<file path="src/rtl/bullet_pkg.sv">
// Shared types and constants for the bullet engine: direction encoding, slot record,
// and the fixed sprite geometry. Optional collision logic: BULLET_COLLIDE_EN.
package bullet_pkg;

  localparam int          POS_W           = 16;
  localparam int          SPRITE_SIZE     = 10;
  localparam logic [11:0] TRANSPARENT_KEY = 12'hF0F;

  typedef enum logic [1:0] {
    DIR_UP    = 2'd0,
    DIR_DOWN  = 2'd1,
    DIR_LEFT  = 2'd2,
    DIR_RIGHT = 2'd3
  } dir_e;

  // Positions are held wider than any supported COORD_W so the move/bound maths never wraps.
  typedef struct packed {
    logic             active;
    logic [POS_W-1:0] x;
    logic [POS_W-1:0] y;
    dir_e             dir;
  } slot_t;

endpackage

</file>
<file path="src/rtl/bullet_sprite_rom.sv">
// 10x10 bullet sprite, 12-bit colour, address {lx, ly}, registered one-cycle read.
module bullet_sprite_rom
  import bullet_pkg::*;
(
  input  logic        clk_i,
  input  logic        rst_n_i,
  input  logic [7:0]  addr_i,
  output logic [11:0] data_o
);

  logic [11:0] data_q;
  logic [11:0] data_d;

  function automatic logic [11:0] sprite_pixel(input logic [3:0] lx, input logic [3:0] ly);
    logic [11:0] px;
    px = 12'h222;
    if ((ly == 4'd0 || ly == 4'd9) && (lx <= 4'd1 || lx >= 4'd8)) begin
      px = TRANSPARENT_KEY;
    end else if ((ly == 4'd1 || ly == 4'd8) && (lx == 4'd0 || lx == 4'd9)) begin
      px = TRANSPARENT_KEY;
    end else if (lx == 4'd4 && ly == 4'd4) begin
      px = 12'hFFF;
    end else if ((ly == 4'd2 || ly == 4'd7) && lx >= 4'd4 && lx <= 4'd5) begin
      px = 12'h000;
    end else if ((ly == 4'd3 || ly == 4'd6) && lx >= 4'd3 && lx <= 4'd6) begin
      px = 12'h000;
    end else if ((ly == 4'd4 || ly == 4'd5) && lx >= 4'd2 && lx <= 4'd7) begin
      px = 12'h000;
    end
    return px;
  endfunction

  always_comb begin
    data_d = sprite_pixel(addr_i[7:4], addr_i[3:0]);
  end

  always_ff @(posedge clk_i or negedge rst_n_i) begin
    if (!rst_n_i) begin
      data_q <= 12'h000;
    end else begin
      data_q <= data_d;
    end
  end

  assign data_o = data_q;

endmodule

</file>
<file path="src/rtl/bullet_engine.sv">
// Multi-slot bullet engine: fire handshake, per-frame movement and a 2-cycle sprite render path.
// Define BULLET_COLLIDE_EN to add target-box collision freeing and hit reporting.
module bullet_engine #(
  parameter int          NUM_BULLETS     = 4,
  parameter int          COORD_W         = 10,
  parameter int          SCREEN_W        = 640,
  parameter int          SCREEN_H        = 480,
  parameter int          SPRITE_SIZE     = 10,
  parameter int          SPEED           = 4,
  parameter logic [11:0] TRANSPARENT_KEY = bullet_pkg::TRANSPARENT_KEY
) (
  input  logic                   Master_Clock_In,
  input  logic                   Master_Reset_n_In,
  input  logic                   Frame_Tick_In,
  input  logic                   Fire_Valid_In,
  output logic                   Fire_Ready_Out,
  input  logic [COORD_W-1:0]     Fire_X_In,
  input  logic [COORD_W-1:0]     Fire_Y_In,
  input  logic [1:0]             Fire_Dir_In,
  input  logic [COORD_W-1:0]     xInput,
  input  logic [COORD_W-1:0]     yInput,
  output logic [11:0]            ColourData,
  output logic                   Pixel_Hit_Out,
`ifdef BULLET_COLLIDE_EN
  input  logic [COORD_W-1:0]     Target_X_In,
  input  logic [COORD_W-1:0]     Target_Y_In,
  output logic                   Hit_Pulse_Out,
  output logic [7:0]             Hit_Count_Out,
`endif
  output logic [NUM_BULLETS-1:0] Active_Mask_Out
);

  import bullet_pkg::*;

  localparam logic [POS_W-1:0] X_MAX = POS_W'(SCREEN_W - SPRITE_SIZE);
  localparam logic [POS_W-1:0] Y_MAX = POS_W'(SCREEN_H - SPRITE_SIZE);
  localparam logic [POS_W-1:0] SPD   = POS_W'(SPEED);
  localparam logic [POS_W-1:0] SS    = POS_W'(SPRITE_SIZE);

  slot_t slot_q [NUM_BULLETS];
  slot_t slot_d [NUM_BULLETS];

  logic [NUM_BULLETS-1:0] active_vec;
  logic [NUM_BULLETS-1:0] spawn_sel;
  logic                   fire_acc;
  logic                   taken;
  logic [POS_W-1:0]       fire_x;
  logic [POS_W-1:0]       fire_y;

  logic             found1_q, found1_d;
  logic [3:0]       lx_q, lx_d;
  logic [3:0]       ly_q, ly_d;
  logic             found2_q;
  logic [11:0]      rom_data;
  logic [POS_W-1:0] scan_x, scan_y, dx, dy;

`ifdef BULLET_COLLIDE_EN
  logic             tick_q;
  logic             hit_pulse_q, hit_pulse_d;
  logic [7:0]       hit_count_q, hit_count_d;
  logic [3:0]       hit_n;
  logic [8:0]       hit_sum;
  logic [POS_W-1:0] tgt_x, tgt_y, ox, oy;
`endif

  always_comb begin
    for (int i = 0; i < NUM_BULLETS; i++) begin
      active_vec[i] = slot_q[i].active;
    end
  end

  assign Fire_Ready_Out  = ~(&active_vec);
  assign Active_Mask_Out = active_vec;
  assign fire_acc        = Fire_Valid_In & Fire_Ready_Out;

  always_comb begin
    fire_x = POS_W'(Fire_X_In);
    fire_y = POS_W'(Fire_Y_In);
    if (fire_x > X_MAX) fire_x = X_MAX;
    if (fire_y > Y_MAX) fire_y = Y_MAX;
  end

  // Lowest-index inactive slot receives the spawn.
  always_comb begin
    spawn_sel = '0;
    taken     = 1'b0;
    for (int i = 0; i < NUM_BULLETS; i++) begin
      if (!slot_q[i].active && !taken) begin
        spawn_sel[i] = 1'b1;
        taken        = 1'b1;
      end
    end
  end

`ifdef BULLET_COLLIDE_EN
  assign tgt_x = POS_W'(Target_X_In);
  assign tgt_y = POS_W'(Target_Y_In);
`endif

  always_comb begin
    slot_d = slot_q;
`ifdef BULLET_COLLIDE_EN
    hit_n = 4'd0;
    ox    = '0;
    oy    = '0;
`endif
    for (int i = 0; i < NUM_BULLETS; i++) begin
      if (Frame_Tick_In && slot_q[i].active) begin
        unique case (slot_q[i].dir)
          DIR_UP: begin
            if (slot_q[i].y < SPD) slot_d[i].active = 1'b0;
            else                   slot_d[i].y = slot_q[i].y - SPD;
          end
          DIR_DOWN: begin
            if (slot_q[i].y + SPD > Y_MAX) slot_d[i].active = 1'b0;
            else                           slot_d[i].y = slot_q[i].y + SPD;
          end
          DIR_LEFT: begin
            if (slot_q[i].x < SPD) slot_d[i].active = 1'b0;
            else                   slot_d[i].x = slot_q[i].x - SPD;
          end
          DIR_RIGHT: begin
            if (slot_q[i].x + SPD > X_MAX) slot_d[i].active = 1'b0;
            else                           slot_d[i].x = slot_q[i].x + SPD;
          end
          default: slot_d[i].active = 1'b0;
        endcase
      end
`ifdef BULLET_COLLIDE_EN
      // Collision uses the positions settled by the previous cycle's tick.
      ox = (slot_q[i].x >= tgt_x) ? slot_q[i].x - tgt_x : tgt_x - slot_q[i].x;
      oy = (slot_q[i].y >= tgt_y) ? slot_q[i].y - tgt_y : tgt_y - slot_q[i].y;
      if (tick_q && slot_q[i].active && ox < SS && oy < SS) begin
        slot_d[i].active = 1'b0;
        hit_n            = hit_n + 4'd1;
      end
`endif
      if (fire_acc && spawn_sel[i]) begin
        slot_d[i].active = 1'b1;
        slot_d[i].x      = fire_x;
        slot_d[i].y      = fire_y;
        slot_d[i].dir    = dir_e'(Fire_Dir_In);
      end
    end
  end

`ifdef BULLET_COLLIDE_EN
  always_comb begin
    hit_pulse_d = hit_n != 4'd0;
    hit_sum     = {1'b0, hit_count_q} + {5'd0, hit_n};
    hit_count_d = (hit_sum > 9'd255) ? 8'd255 : hit_sum[7:0];
  end
`endif

  always_ff @(posedge Master_Clock_In or negedge Master_Reset_n_In) begin
    if (!Master_Reset_n_In) begin
      for (int i = 0; i < NUM_BULLETS; i++) begin
        slot_q[i] <= '{active: 1'b0, x: '0, y: '0, dir: DIR_UP};
      end
`ifdef BULLET_COLLIDE_EN
      tick_q      <= 1'b0;
      hit_pulse_q <= 1'b0;
      hit_count_q <= 8'd0;
`endif
    end else begin
      slot_q <= slot_d;
`ifdef BULLET_COLLIDE_EN
      tick_q      <= Frame_Tick_In;
      hit_pulse_q <= hit_pulse_d;
      hit_count_q <= hit_count_d;
`endif
    end
  end

`ifdef BULLET_COLLIDE_EN
  assign Hit_Pulse_Out = hit_pulse_q;
  assign Hit_Count_Out = hit_count_q;
`endif

  // Stage 1: walk slots high to low so the lowest-index in-box slot is the one kept.
  always_comb begin
    scan_x   = POS_W'(xInput);
    scan_y   = POS_W'(yInput);
    found1_d = 1'b0;
    lx_d     = 4'd0;
    ly_d     = 4'd0;
    dx       = '0;
    dy       = '0;
    for (int i = NUM_BULLETS - 1; i >= 0; i--) begin
      dx = scan_x - slot_q[i].x;
      dy = scan_y - slot_q[i].y;
      if (slot_q[i].active && scan_x >= slot_q[i].x && dx < SS &&
          scan_y >= slot_q[i].y && dy < SS) begin
        found1_d = 1'b1;
        lx_d     = dx[3:0];
        ly_d     = dy[3:0];
      end
    end
  end

  always_ff @(posedge Master_Clock_In or negedge Master_Reset_n_In) begin
    if (!Master_Reset_n_In) begin
      found1_q <= 1'b0;
      lx_q     <= 4'd0;
      ly_q     <= 4'd0;
      found2_q <= 1'b0;
    end else begin
      found1_q <= found1_d;
      lx_q     <= lx_d;
      ly_q     <= ly_d;
      found2_q <= found1_q;
    end
  end

  bullet_sprite_rom u_rom (
    .clk_i   (Master_Clock_In),
    .rst_n_i (Master_Reset_n_In),
    .addr_i  ({lx_q, ly_q}),
    .data_o  (rom_data)
  );

  assign Pixel_Hit_Out = found2_q && (rom_data != TRANSPARENT_KEY);
  assign ColourData    = Pixel_Hit_Out ? rom_data : 12'h000;

endmodule

</file>
<file path="config.mk">
export PLATFORM = sky130hd
export DESIGN_NAME = bullet_engine
export DESIGN_NICKNAME = d
export VERILOG_FILES = /design/src/rtl/bullet_pkg.sv /design/src/rtl/bullet_sprite_rom.sv /design/src/rtl/bullet_engine.sv
export SDC_FILE = /design/constraint.sdc
export NUM_CORES = 1
export LEC_CHECK = 0
export ABC_AREA = 1
export ABC_CLOCK_PERIOD_IN_PS = 2600
export CORE_AREA = 2 2 221 223
export DETAILED_ROUTE_END_ITERATION = 10
export DIE_AREA = 0 0 223 225
export PLACE_DENSITY = 0.57
export SKIP_LAST_GASP = 1
export SYNTH_ARGS = -nofsm -noshare
export SYNTH_HDL_FRONTEND = slang
export SYNTH_SLANG_ARGS = --single-unit
</file>
<file path="constraint.sdc">
create_clock -name Master_Clock_In -period 2.6 [get_ports Master_Clock_In]
set_input_delay 0.26 -clock Master_Clock_In [delete_from_list [all_inputs] [get_ports Master_Clock_In]]
set_output_delay 0.26 -clock Master_Clock_In [all_outputs]
set_load 0.05 [all_outputs]
</file>
==> impl_metrics.tcl, run 1 <==
set metrics [dict create \
    grt_max_degree 49 \
    synth_area_per_cell_um2 6.05 \
    overflow 0 \
    yosysTopAreaCellShare_pct 20.8 \
    yosysWarnings 0 \
    cts_tree "yes" \
    seq_area_frac_synth_pct 20.8 \
    drtPass1Iterations 7 \
    netlist_area_um2 18500 \
    cts_buffers 17 \
    tightest_slew_ps 637 \
    synth_edf_count 0 \
    setup_violations 55 \
    port_buffers 63 \
    setup_ws_ps -191 \
    antenna_found_initial 0 \
    fin_crit_ps 2790 \
    cts.clk_slew.worst_paths_ps 70 \
    powerDensity_nw_per_um2 1260 \
    viasPerCell 5.24 \
    final_antenna_net_count 0 \
    vdd_drop_max_v 0.000564 \
    final.setup.tns_ps -3790 \
    drt_iter0_markers 1987 \
    num_vias 22400 \
    critPathMaxStageDelay_ps 400 \
    maxCapViolations 0 \
    synth.area.top_cells "dfrtp_1 21%, nand2_1 17%, inv_1 8.4%, nand3_1 7.3%, ha_1 7.0%" \
    leakagePower_nw 13.3 \
    die-area_um2 50200 \
    grtUsageTotal_pct 28.4 \
    syn_inst 3060 \
    pin_count 64 \
    die_x_um 223 \
    yosys.area.top_type "dfrtp_1" \
    critical_path_class "flop to flop" \
    min_path_type "input port to asynchronous set/reset pin" \
    setup.worst_path.end_class "flop" \
    syn_nets 3218 \
    dieHeight_um 225 \
    cts-root-buf "clkbuf_16" \
    gp_congestion 0.957 \
    nets 3802 \
    yosys_register_bits 154 \
    syn2layout_area_growth_pct 42.6 \
    drc_errors 0 \
    final.period_utilization_pct 107 \
    cpLargestDelayFamily "simple AND/OR/NAND/NOR gates" \
    clkSinkCount 154 \
    worst-path-buf-inv 1 \
    slowest_stage "dfrtp_1" \
    ys_types 70 \
    slew_viol_final 0 \
    total_power_mw 33.3 \
    dpl.hpwl_um 56900 \
    worst_ep_required_time_ps 3040 \
    async_reset_ff_share_pct 100 \
    clk_latency_ps 510 \
    drt-total-wl_um 73500 \
    post_drt_wl_per_cell_um 17.2 \
    core_area_um2 47500 \
    rsz0062_at_grt "true" \
    start_util_pct 38.9 \
    finalHoldViolCount 0 \
    worstPathCellList "ha_2 > nand2_2 > nor2_4 > nand2_4 > nor2_4 > nand3_2 > nand3b_1 > xor2_2 > nand3_2 > nor2_4 > nand3_2 > a21oi_4 > clkbuf_16 > nand2_2 > o21ai_1" \
    grt_pass1_wl_um 111000 \
    violations "setup timing" \
    cp_max_fo 7 \
    outcome "finished with violations" \
    cts_buffer_depth 2 \
    clock_skew_ps 10.2 \
    htree_levels 4 \
    maxSlewHeadroom_pct 57.5 \
    grt_pass1_vias 20500 \
    rows 80 \
    synth_ff_type "dfrtp_1" \
    num_antenna_cells 0 \
    startpoint_type "flop" \
    drive_gt1_share_pct 27.7 \
    timing.fmax_ghz 0.358 \
    crit_arrival_ps 3230 \
]
[path summary, 6_finish.rpt]
check	from	endpoint	slack [ps]	cells past startpoint
setup / recovery	slot_q[40]	slot_q[51]	-190	15
hold / removal	Master_Reset_n_In	slot_q[8]	260	2
setup reg to reg	slot_q[40]	slot_q[51]	-190	15
hold reg to reg	found1_q	found2_q	440	0
max in group asynchronous	Master_Reset_n_In	slot_q[62]	1550	3
min in group Master_Clock_In	found1_q	found2_q	440	0
[layout make-up]
class	instances	area, µm²
clock inverters	8	165
well taps	615	769
multi-input cells	2386	14100
repair buffers	657	5380
flip-flops and latches	154	3860
clock buffers	22	484
inverters	428	1610
fillers	4653	21200
[registers in the layout, summed over array words and instances (netlist names)]
signal           flops
ly_q                 4
Active_Mask_Out      4
found2_q             1
u_rom.data_o         4
lx_q                 4
found1_q             1
slot_q             136
[worst register-to-register path, stage by stage (launching register included)]
cell and delay (ps):
dfrtp_1 400, ha_2 220, nand2_2 70, nor2_4 150
nand2_4 80, nor2_4 130, nand3_2 80, nand3b_1 230
xor2_2 250, nand3_2 120, nor2_4 120, nand3_2 90
a21oi_4 370, clkbuf_16 270, nand2_2 60, o21ai_1 80
[cells in the mapped netlist (all sizes together), types with 13 or more instances]
| library cell | count |
|---|---|
| ha | 104 |
| xnor2 | 15 |
| nand3 | 277 |
| nor3 | 61 |
| o21ai | 257 |
| a211oi | 13 |
| nand4 | 62 |
| nor2 | 325 |
| inv | 425 |
| o211ai | 25 |
| xor2 | 109 |
| buf | 50 |
| clkbuf | 44 |
| dfrtp | 154 |
| nand2 | 871 |
| a21oi | 126 |
| nand3b | 14 |
| a31oi | 17 |
[per-stage QoR]
| stage | instance area, µm² | util (%) | worst slack, ps | hold slack (ps) | cells |
|---|---|---|---|---|---|
| 6_report | 26400 | 55.5 | -191 | 258 | 4270 |
| 5_1_grt | 26400 | 55.5 | -270 | 316 | 4270 |
| 4_1_cts | 24900 | 52.4 | -113 | 275 | 4222 |
| 2_1_floorplan | 18500 | - | 40.9 | -35.6 | 3060 |
| 3_3_place_gp | 23400 | 49.1 | -741 | 250 | 4153 |
| 3_5_place_dp | 23400 | 49.1 | -744 | 257 | 4153 |
[cells by family (layout without fill, tap and decap cells)]
family	Yosys count	in the layout	share of synthesized area (%)
XOR/XNOR	124	124	5.91
AO/OA/AOI/OAI	508	508	15.8
AND/OR/NAND/NOR	1637	1639	38.1
multiplexers	3	3	0.176
adder cells (fa/ha/maj)	112	112	7.90
flip-flops	154	154	20.8
buffers and inverters	522	1115	11.4
[timing repair]
action / in CTS / in global routing
hold buffers: 1 / 0
hold endpoints to repair: 45 / 0
resized for setup: 156 / 292
buffers inserted: 35 / 46
pin swaps: 28 / 110
setup endpoints to repair: 93 / 128
cloned: 3 / 6
[where the power goes]
group	switching, mW	leakage (nW)	internal [mW]
Sequential	1.05	1.96	3.38
Combinational	14.7	11.0	11.1
Clock	1.20	0.322	1.79
Total	17.0	13.3	16.3
[cell usage in the layout (no fill, tap or decap), types with 43 or more instances in the layout]
cell type	n
inv_2	43
nand2_1	801
o21ai_0	175
dfrtp_1	150
nand3_1	211
nand4_1	61
o21ai_1	52
a21oi_1	107
inv_1	380
nand3_2	61
nand2_2	53
xor2_1	97
clkdlybuf4s50_1	49
ha_1	72
buf_4	553
nor2_1	275
[per-layer routing]
metal  GRT usage, %  wire (µm)
met1           39.9      34700
met2           43.8      32000
met3           4.78       4450
met4           9.92       2290
met5              0          0
(Power assumes the default switching activity.)
==> run 2: changes to the inputs <==
DONT_BUFFER_PORTS = 1   (was default)
HOLD_SLACK_MARGIN = 0.08   (was default)
PLACE_DENSITY = 0.55   (was 0.57)
==> run 2 against run 1 <==
  * The run ends with hold timing, setup timing left
  * Total power shrank 7.6%
  * Worst hold slack lost 820 ps
  * Via count shrank 3.9%
  * Combinational power down 8.9%
  * Design area is 8.4% lower
  * Largest power group unchanged
  * Critical endpoint is now slot_q[92]
  * Clock power down 7.4%
  * Sequential share of layout area rose by 1.3 points
  * Critical path type unchanged
==> impl_metrics.tcl, run 2 (synthesis results as in run 1) <==
set metrics [dict create \
    finalHoldViolCount 154 \
    clk_latency_ps 500 \
    drive_gt1_share_pct 23.1 \
    min_path_type "input port to asynchronous set/reset pin" \
    grtUsageTotal_pct 27.0 \
    timing.rr.end "slot_q[92]" \
    r2r_slack_ps -150 \
    setup.worst_path.end_class "flop" \
    start_util_pct 38.9 \
    powerDensity_nw_per_um2 1270 \
    cts-root-buf "clkbuf_16" \
    grt_pass1_wl_um 107000 \
    htree_levels 4 \
    setup_ws_ps -153 \
    r2r_cells 16 \
    rows 80 \
    port_buffers 0 \
    drc_errors 0 \
    vdd_drop_max_v 0.000501 \
    syn2layout_area_growth_pct 30.6 \
    die_x_um 223 \
    startpoint_type "flop" \
    max_flop_register "slot_q" \
    cts_buffers 17 \
    nets 3539 \
    post_drt_wl_per_cell_um 17.6 \
    viasPerCell 5.36 \
    pin_count 64 \
    grt_pass1_vias 19200 \
    tightest_slew_ps 594 \
    maxSlewHeadroom_pct 60.3 \
    overflow 0 \
    num_vias 21500 \
    cp_max_fo 8 \
    critical_path_class "flop to flop" \
    cts.clk_slew.worst_paths_ps 80 \
    setup_violations 39 \
    dieHeight_um 225 \
    leakagePower_nw 12.0 \
    dpl.hpwl_um 53200 \
    outcome "finished with violations" \
    core_area_um2 47500 \
    timing.fmax_ghz 0.363 \
    drt-total-wl_um 70500 \
    post-route-util_pct 50.8 \
    maxCapViolations 0 \
    final_antenna_net_count 0 \
    clock_skew_ps 18.5 \
    drtPass1Iterations 6 \
    mostFrequentLayoutCells "796 x nand2_1, 389 x inv_1, 351 x buf_4" \
    r2r_start "slot_q[90]" \
    drt_iter0_markers 2060 \
    die-area_um2 50200 \
    layout_commonest_cell "nand2_1" \
    final.setup.tns_ps -1960 \
    gp_congestion 0.945 \
    total_power_mw 30.7 \
    multiInputGateArea_um2 14100 \
    worst_ep_required_time_ps 2990 \
    cts_tree "yes" \
    clkSinkCount 154 \
    antenna_found_initial 1 \
    violations "hold timing, setup timing" \
    grt_max_degree 155 \
    fin_crit_ps 2750 \
    rsz0062_at_grt "true" \
    ff_latch_area_um2 3860 \
    crit_arrival_ps 3140 \
    cts_buffer_depth 2 \
    fillers 4840 \
    largest_reg_flops 136 \
    final.period_utilization_pct 106 \
    cts.hold.buffers_added 7 \
    slew_viol_final 0 \
    holdWs_ps -559 \
]
==> run 2: changes by cell type in the layout (fill, tap and decap cells not counted), sizes merged, moves of 2 or more <==
cell	change
buf	-214
bufinv	-2
clkbuf	+3
clkdlybuf4s50	-49
diode	+4
dlygate4sd2	-9
dlygate4sd3	+6
dlymetal6s2s	-4
nand2	+4
==> run 2: timing repair <==
item / 4_1_cts / 5_1_grt
setup endpoints to repair: 75 / 123
gates cloned: 2 / 13
buffers inserted: 11 / 44
pin swaps: 18 / 90
resized for setup: 59 / 358
endpoints found under the hold margin: 171 / 154
==> run 2: final cells by class <==
cell class / count / share of cell area (%)
clock buffers: 23 / 1.98
diodes: 4 / 0.0414
multi-input cells: 2391 / 58.3
repair buffers: 389 / 13.4
flip-flops and latches: 154 / 16.0
well taps: 615 / 3.18
inverters: 428 / 6.68
clock inverters: 8 / 0.487
==> run 2: worst max-delay path by stage <==
stage	startpoint	endpoint	slack, ps	cells after the start
finish	slot_q[90]	slot_q[92]	-150	16
global route	slot_q[90]	slot_q[92]	-280	16
CTS	slot_q[20]	lx_q[2]	-50	20
detailed placement	xInput[0]	ly_q[1]	-270	18
global placement	xInput[0]	ly_q[1]	-250	18
floorplan	yInput[0]	lx_q[3]	40	18
==> run 2: worst max-delay path, stage by stage, from the launching register on <==
cell,delay (ps)
dfrtp_1,380
buf_6,130
ha_4,140
nand2_2,80
nor2_4,120
nand3_2,110
nor2_4,160
nand3_2,120
nor2_2,100
xor2_1,250
nand4_1,230
o21ai_4,260
buf_6,140
buf_6,90
nand3_4,140
nand3_1,110
nand2_1,50
==> run 2: where the power goes <==
part           internal [mW]  switching, mW  total [mW]
clock                   1.57           1.20        2.77
combinational           9.45           14.0        23.5
sequential              3.38           1.11        4.49
==> run 2: metal layers <==
| layer | track usage [%] | wire [µm] |
|---|---|---|
| met1 | 39.6 | 34000 |
| met2 | 41.1 | 30600 |
| met3 | 4.07 | 4480 |
| met4 | 7.36 | 1390 |
| met5 | 0 | 0 |
==> run 2: stage by stage <==
step | setup slack, ps | hold WS, ps | instances | area, µm²
6_report | -153 | -559 | 4012 | 24200
4_1_cts | -49.6 | -601 | 3952 | 22400
2_1_floorplan | 40.9 | -35.6 | 3060 | 18500
3_3_place_gp | -250 | -27.5 | 3901 | 21300
3_5_place_dp | -271 | -27.7 | 3901 | 21300
5_1_grt | -280 | -582 | 4010 | 24200
